$ cat src/rtl/mux2x1_arb.sv
// mux2x1_arb: round-robin arbiter between two valid/ready sources feeding a registered output beat.
// Define MUX2X1_ARB_PKT_LOCK_EN to hold the grant on one source until its last beat is accepted.
module mux2x1_arb #(
  parameter int WIDTH = 8
) (
  input  logic             clk,
  input  logic             rst_n,
  input  logic [WIDTH-1:0] a_data,
  input  logic             a_valid,
  input  logic             a_last,
  output logic             a_ready,
  input  logic [WIDTH-1:0] b_data,
  input  logic             b_valid,
  input  logic             b_last,
  output logic             b_ready,
  output logic             sel,
  output logic [WIDTH-1:0] y_data,
  output logic             y_valid,
  output logic             y_last,
  input  logic             y_ready
);

  typedef struct packed {
    logic             last;
    logic [WIDTH-1:0] data;
  } beat_t;

  beat_t gnt;
  logic  prio;
  logic  slot_free;
  logic  acc;

`ifdef MUX2X1_ARB_PKT_LOCK_EN
  typedef enum logic [1:0] {IDLE, LOCK_A, LOCK_B} state_t;
  state_t state;
`endif

  // Grant depends only on registered state, prio and the valids, never on payload.
  always_comb begin
    sel = prio;
    if (a_valid && !b_valid)      sel = 1'b0;
    else if (b_valid && !a_valid) sel = 1'b1;
`ifdef MUX2X1_ARB_PKT_LOCK_EN
    if (state == LOCK_A)      sel = 1'b0;
    else if (state == LOCK_B) sel = 1'b1;
`endif
  end

  assign slot_free = !y_valid || y_ready;
  assign a_ready   = rst_n && slot_free && !sel;
  assign b_ready   = rst_n && slot_free &&  sel;
  assign acc       = sel ? (b_valid && b_ready) : (a_valid && a_ready);
  assign gnt       = sel ? beat_t'{last: b_last, data: b_data}
                         : beat_t'{last: a_last, data: a_data};

  always_ff @(posedge clk) begin
    if (!rst_n) begin
      y_data  <= '0;
      y_last  <= 1'b0;
      y_valid <= 1'b0;
      prio    <= 1'b0;
    end else begin
      if (acc) begin
        y_data  <= gnt.data;
        y_last  <= gnt.last;
        y_valid <= 1'b1;
      end else if (y_ready) begin
        y_valid <= 1'b0;
      end
`ifdef MUX2X1_ARB_PKT_LOCK_EN
      if (acc && gnt.last) prio <= ~sel;
`else
      if (acc) prio <= ~sel;
`endif
    end
  end

`ifdef MUX2X1_ARB_PKT_LOCK_EN
  // Lock opens on a non-last accepted beat from IDLE and closes on that source's last beat.
  always_ff @(posedge clk) begin
    if (!rst_n) begin
      state <= IDLE;
    end else begin
      case (state)
        IDLE:    if (acc && !gnt.last) state <= sel ? LOCK_B : LOCK_A;
        LOCK_A,
        LOCK_B:  if (acc && gnt.last)  state <= IDLE;
        default: state <= IDLE;
      endcase
    end
  end
`endif

endmodule

$ cat config.mk
export PLATFORM = sky130hd
export DESIGN_NAME = mux2x1_arb
export DESIGN_NICKNAME = d
export VERILOG_FILES = /design/src/rtl/mux2x1_arb.sv
export SDC_FILE = /design/constraint.sdc
export NUM_CORES = 1
export LEC_CHECK = 0
export CAP_MARGIN = 20
export CORE_MARGIN = 2
export CORE_UTILIZATION = 32
export CTS_CLUSTER_SIZE = 14
export DETAILED_ROUTE_END_ITERATION = 7
export GPL_TIMING_DRIVEN = 1
export PLACE_DENSITY_LB_ADDON = 0.15
export SYNTH_ARGS = -nofsm -noshare
export SYNTH_HDL_FRONTEND = slang
export SYNTH_SLANG_ARGS = --single-unit
$ cat constraint.sdc
create_clock -name clk -period 1.55 [get_ports clk]
set_input_delay 0.31 -clock clk [delete_from_list [all_inputs] [get_ports clk]]
set_output_delay 0.31 -clock clk [all_outputs]
set_load 0.005 [all_outputs]
### After elaboration in Yosys (flattened, before gate mapping)

Index checks and enable logic that the tools add are counted.

| cells by class | value |
|---|---|
| multiplexer cells | 6 |
| bitwise gates (word level) | 1 |
| reductions and logical operators | 13 |

Operators by type and width:

| operator | count |
|---|---|
| $mux 9 | 1 |
| $logic_and 1x1->1 | 7 |
| $mux 1 | 5 |
| $logic_not 1->1 | 4 |
| $reduce_bool 2->1 | 1 |
| $logic_or 1x1->1 | 1 |
| $not 1->1 | 1 |

| storage, ports and cells | value |
|---|---|
| register bits after elaboration | 11 |
| logic and storage cells | 24 |

### Depth between registers and ports, before layout

Gate-level depths: netlist (run 1).

| logic depth | value |
|---|---|
| word-level depth | 9 |
| depth in mapped cells | 5 |

### Least setup slack after synthesis (run 1)

Ideal clock, no wire load.

| timing path | value |
|---|---|
| path type | input port to output port |
| from | input port a_valid |
| to | output port b_ready |
| arrival | 0.989 ns |
| required time | 1.240 ns |
| setup slack | 0.251 ns |
| cell stages on the path | 4 |
| cells stage by stage | inv_2 > maj3_2 > buf_6 > and3_1 |

| between the ends | value |
|---|---|
| word-level cells in the longest chain between the ends | 5 |
| elaborated cells on any way between the ends | 6 |

Ends and longest elaborated chain:

| what | RTL line | text |
|---|---|---|
| start: declaration | 9 | `input logic a_valid,` |
| $logic_not 1->1 | 42 | `else if (b_valid && !a_valid) sel = 1'b1;` |
| $logic_and 1x1->1 | 42 |  |
| $mux 1 | 42 |  |
| $mux 1 * | 41 | `if (a_valid && !b_valid) sel = 1'b0;` |
| net sel | 16 | `output logic sel,` |
| $logic_and 1x1->1 * | 51 | `assign b_ready = rst_n && slot_free && sel;` |
| end: declaration | 15 | `output logic b_ready,` |

Mark *: on every way through the listed nets, which the timed path passes. The rest lies on a longest branch.

### Worst setup path after layout (run 1)

| timing path | value |
|---|---|
| from | register prio |
| to | output port a_ready |

| between the ends | value |
|---|---|
| word-level cells in the longest chain between the ends | 4 |

Ends and longest elaborated chain:

| what | RTL line | text |
|---|---|---|
| start: declaration | 29 | `logic prio;` |
| start signal: assignment | 73 | `if (acc) prio <= ~sel;` |
| $mux 1 | 42 |  |
| $mux 1 | 41 |  |
| $logic_not 1->1 | 50 | `assign a_ready = rst_n && slot_free && !sel;` |
| $logic_and 1x1->1 | 50 |  |
| end: declaration | 11 | `output logic a_ready,` |

Every way passes these cells.

==> metrics.json, run 1 <==
{
  "setup_path": {
    "worstSetupEndpointType": "primary output",
    "worst_path_largest_cell_delay_ps": 330,
    "worst_r2r_endpoint": "y_data[4]$_SDFFE_PN0P_",
    "crit_start": "prio$_SDFFE_PN0P_",
    "critPathSlowestCell": "maj3_2",
    "r2r_slack_ps": 250,
    "critical_path.cell_chain": "maj3_2, buf_6, nor2_4, buf_2",
    "worst_r2r_startpoint": "prio$_SDFFE_PN0P_",
    "critPathArrivalTime_ps": 1220,
    "startpoint_type": "register",
    "critical_path_capture_point": "a_ready",
    "critical_path_stages": 4,
    "timing.setup.critical_path_class": "reg -> out",
    "worst-path-buf-inv": 2,
    "worst_ep_required_time_ps": 1240,
    "critical_path_s_top_delay_family": "adder cells",
    "cp_max_fo": 3,
    "r2r.worst_path.cells": 5
  },
  "clocking": {
    "clockRootBuffer": "clkbuf_4",
    "htree_num_levels": 1,
    "cts_tree": "built",
    "clock_sinks": 11,
    "clock_buffers_created_by_tritoncts": 3,
    "hold_buffers": 0,
    "insertion_delay_ps": 260,
    "clk_pin_slew_ps": 60,
    "cts_buffer_depth": 2
  },
  "die": {
    "die-height_um": 43.4,
    "die_outline_area_um2": 1880,
    "pin_count": 36,
    "die-width_um": 43.4,
    "initial_util_pct": 33.7,
    "core_area_um2": 1470,
    "fp-row-count": 14
  },
  "timing": {
    "grt_setup_unrepaired": "true",
    "post-route-period-util_pct": 99.0,
    "worst-slew-pin-transition_ps": 169,
    "finClkSkew_ps": 0.533,
    "report.final.slew_viol_count": 0,
    "number_of_failing_setup_endpoints_in_the_final_timing_report": 0,
    "min_period_ps": 1530,
    "maxSlewHeadroom_pct": 88.4,
    "final-hold-violation-count": 0,
    "hold_slack_ps": 459,
    "fmax_mhz": 651
  },
  "job": {
    "maxCapViolations": 0
  },
  "route": {
    "drc_violations": 0,
    "detail-route-antenna-nets": 0,
    "routed_via_density": 4.64,
    "drt_pass1_iterations": 4,
    "vias": 547,
    "wl_per_cell_um": 11.1,
    "dr_iter_0_viols": 5,
    "route.final.wire_length_um": 1310
  },
  "grt": {
    "gr-total-overflow": 0,
    "gr-max-usage-layer": "met2",
    "grt_use_met1_pct": 18.2,
    "gr-usage-met2_pct": 27.2,
    "via_count_of_the_first_global_routing_pass": 521,
    "grt_antenna_before_repair": 0,
    "grt_pass1_wl_um": 2210,
    "grt_usage_pct": 16.1,
    "largest_net_degree_at_the_start_of_global_routing": 13,
    "met3_track_demand_over_resource_in_global_routing_pct": 5.83
  },
  "hold_path": {
    "hold_path_class": "reg -> reg"
  },
  "finish": {
    "layout_common_cells": "30 x clkdlybuf4s50_1, 10 x nand3_1, 10 x buf_4, 10 x dfxtp_1, 9 x mux2i_1",
    "syn_to_final_growth_pct": 95.5,
    "finish.net_count": 126,
    "n_antenna_cell": 0,
    "mostFrequentLayoutCell": "clkdlybuf4s50_1",
    "final.fill_count": 136,
    "final_layout_size_suffix_gt1_share_pct": 23.5
  },
  "synthesis": {
    "yosysWarningCount": 0,
    "synth_area_um2": 495,
    "synthesis.area_per_instance_um2": 9.18,
    "synth.lib_cells_used.distinct": 17,
    "postSynthRegisterBits": 11,
    "syn_nets": 77,
    "cells_after_synth": 54,
    "synth.yosys.seq_area_share_pct": 44.4
  },
  "pwr": {
    "power_per_cell_area_nw_per_um2": 783,
    "maximum_vdd_drop_v": 0.000463,
    "power_uw": 758,
    "leakagePower_nw": 0.418
  },
  "placement": {
    "gp_congestion": 0.715,
    "port_buffers": 35,
    "post-dp-hpwl_um": 972
  },
  "outcome": {
    "outcome": "finished clean"
  }
}
## worst register-to-register path: stages, from the launching register on
cell and delay (ps):
dfxtp_2 320, maj3_2 330, buf_6 140, buf_4 160, mux2i_1 150, o21ai_0 90
## cells by family after synthesis
| family | synth area share, % |
|---|---|
| DFF | 44.4 |
| buffers and inverters | 4.80 |
| AOI/OAI and AO/OA | 11.6 |
| and+or+nand+nor | 18.7 |
| muxes | 18.2 |
| adders and majority gates | 2.27 |
## sequential cells by signal, indices dropped and copies added (netlist names)
register	count
prio	1
y_last	1
y_valid	1
y_data	8
## synthesized netlist by cell type
| cell type | instances | area (um^2) |
|---|---|---|
| a21oi_1 | 1 | 5.00 |
| a21boi_0 | 1 | 7.51 |
| nand2_1 | 2 | 7.51 |
| maj3_2 | 1 | 11.3 |
| nand3b_2 | 1 | 11.3 |
| buf_6 | 1 | 11.3 |
| inv_2 | 1 | 3.75 |
| nand2b_1 | 1 | 6.26 |
| o21ai_1 | 7 | 35.0 |
| nand3_1 | 10 | 50.1 |
| clkbuf_1 | 1 | 3.75 |
| buf_2 | 1 | 5.00 |
| o21ai_0 | 2 | 10.0 |
| mux2i_1 | 9 | 90.1 |
| nor2_1 | 3 | 11.3 |
| dfxtp_1 | 11 | 220 |
| and3_1 | 1 | 6.26 |
## through the flow
step           util (%)  cell area, um^2  setup slack, ps  setup TNS (ps)  std cells
2_1_floorplan         -              495              251               0         54
3_3_place_gp       63.1              928             -532           -3150        113
3_5_place_dp       63.1              928             -556           -3280        113
4_1_cts            65.5              963             2.57               0        118
5_1_grt            65.8              968            -46.4           -55.8        118
6_report           65.8              968             15.1               0        118
## layout make-up
cell class | instances | area (um^2) | share of cell area, %
repair buffers | 47 | 430 | 44.4
multi-input cells | 39 | 267 | 27.5
clock buffers | 4 | 26.3 | 2.71
well taps | 16 | 20.0 | 2.07
flip-flops and latches | 11 | 221 | 22.9
inverters | 1 | 3.75 | 0.388
## worst min path at each step
stage / startpoint / end / slack [ps] / cells past startpoint
6_report: y_data[1]$_SDFFE_PN0P_ / y_data[1]$_SDFFE_PN0P_ / 460 / 2
5_1_grt: y_data[5]$_SDFFE_PN0P_ / y_data[5]$_SDFFE_PN0P_ / 500 / 2
4_1_cts: y_data[1]$_SDFFE_PN0P_ / y_data[1]$_SDFFE_PN0P_ / 460 / 2
3_5_place_dp: y_data[0]$_SDFFE_PN0P_ / y_data[0]$_SDFFE_PN0P_ / 450 / 2
3_3_place_gp: y_data[1]$_SDFFE_PN0P_ / y_data[1]$_SDFFE_PN0P_ / 450 / 2
2_1_floorplan: rst_n / y_data[3]$_SDFFE_PN0P_ / 450 / 2
## power by group
group | internal [mW] | switching (mW) | leakage [nW]
logic | 0.161 | 0.0804 | 0.311
clock network | 0.0995 | 0.0898 | 0.0150
registers | 0.313 | 0.0148 | 0.0918
## metal layers
metal / part of all wire [%] / vias to the layer above
met2: 47 / 24
met5: 0 / -
met1: 43 / 228
met3: 8.8 / 5
met4: 1.6 / 0
li1: - / 290
## timing repair
| item | CTS | global route |
|---|---|---|
| resized for setup | 19 | 1 |
| setup buffers | 1 | 0 |
| pin swaps | 3 | 2 |
| gates cloned | 0 | 0 |
| endpoints found under the setup margin | 4 | 2 |
Power figures use the tool's default switching activity.
==> run 2, diff against run 1 <==
Settings changed: CAP_MARGIN 20 to 25.
==> results of run 2 <==
No change in the layout: final DEF, timing and power equal those of run 1.
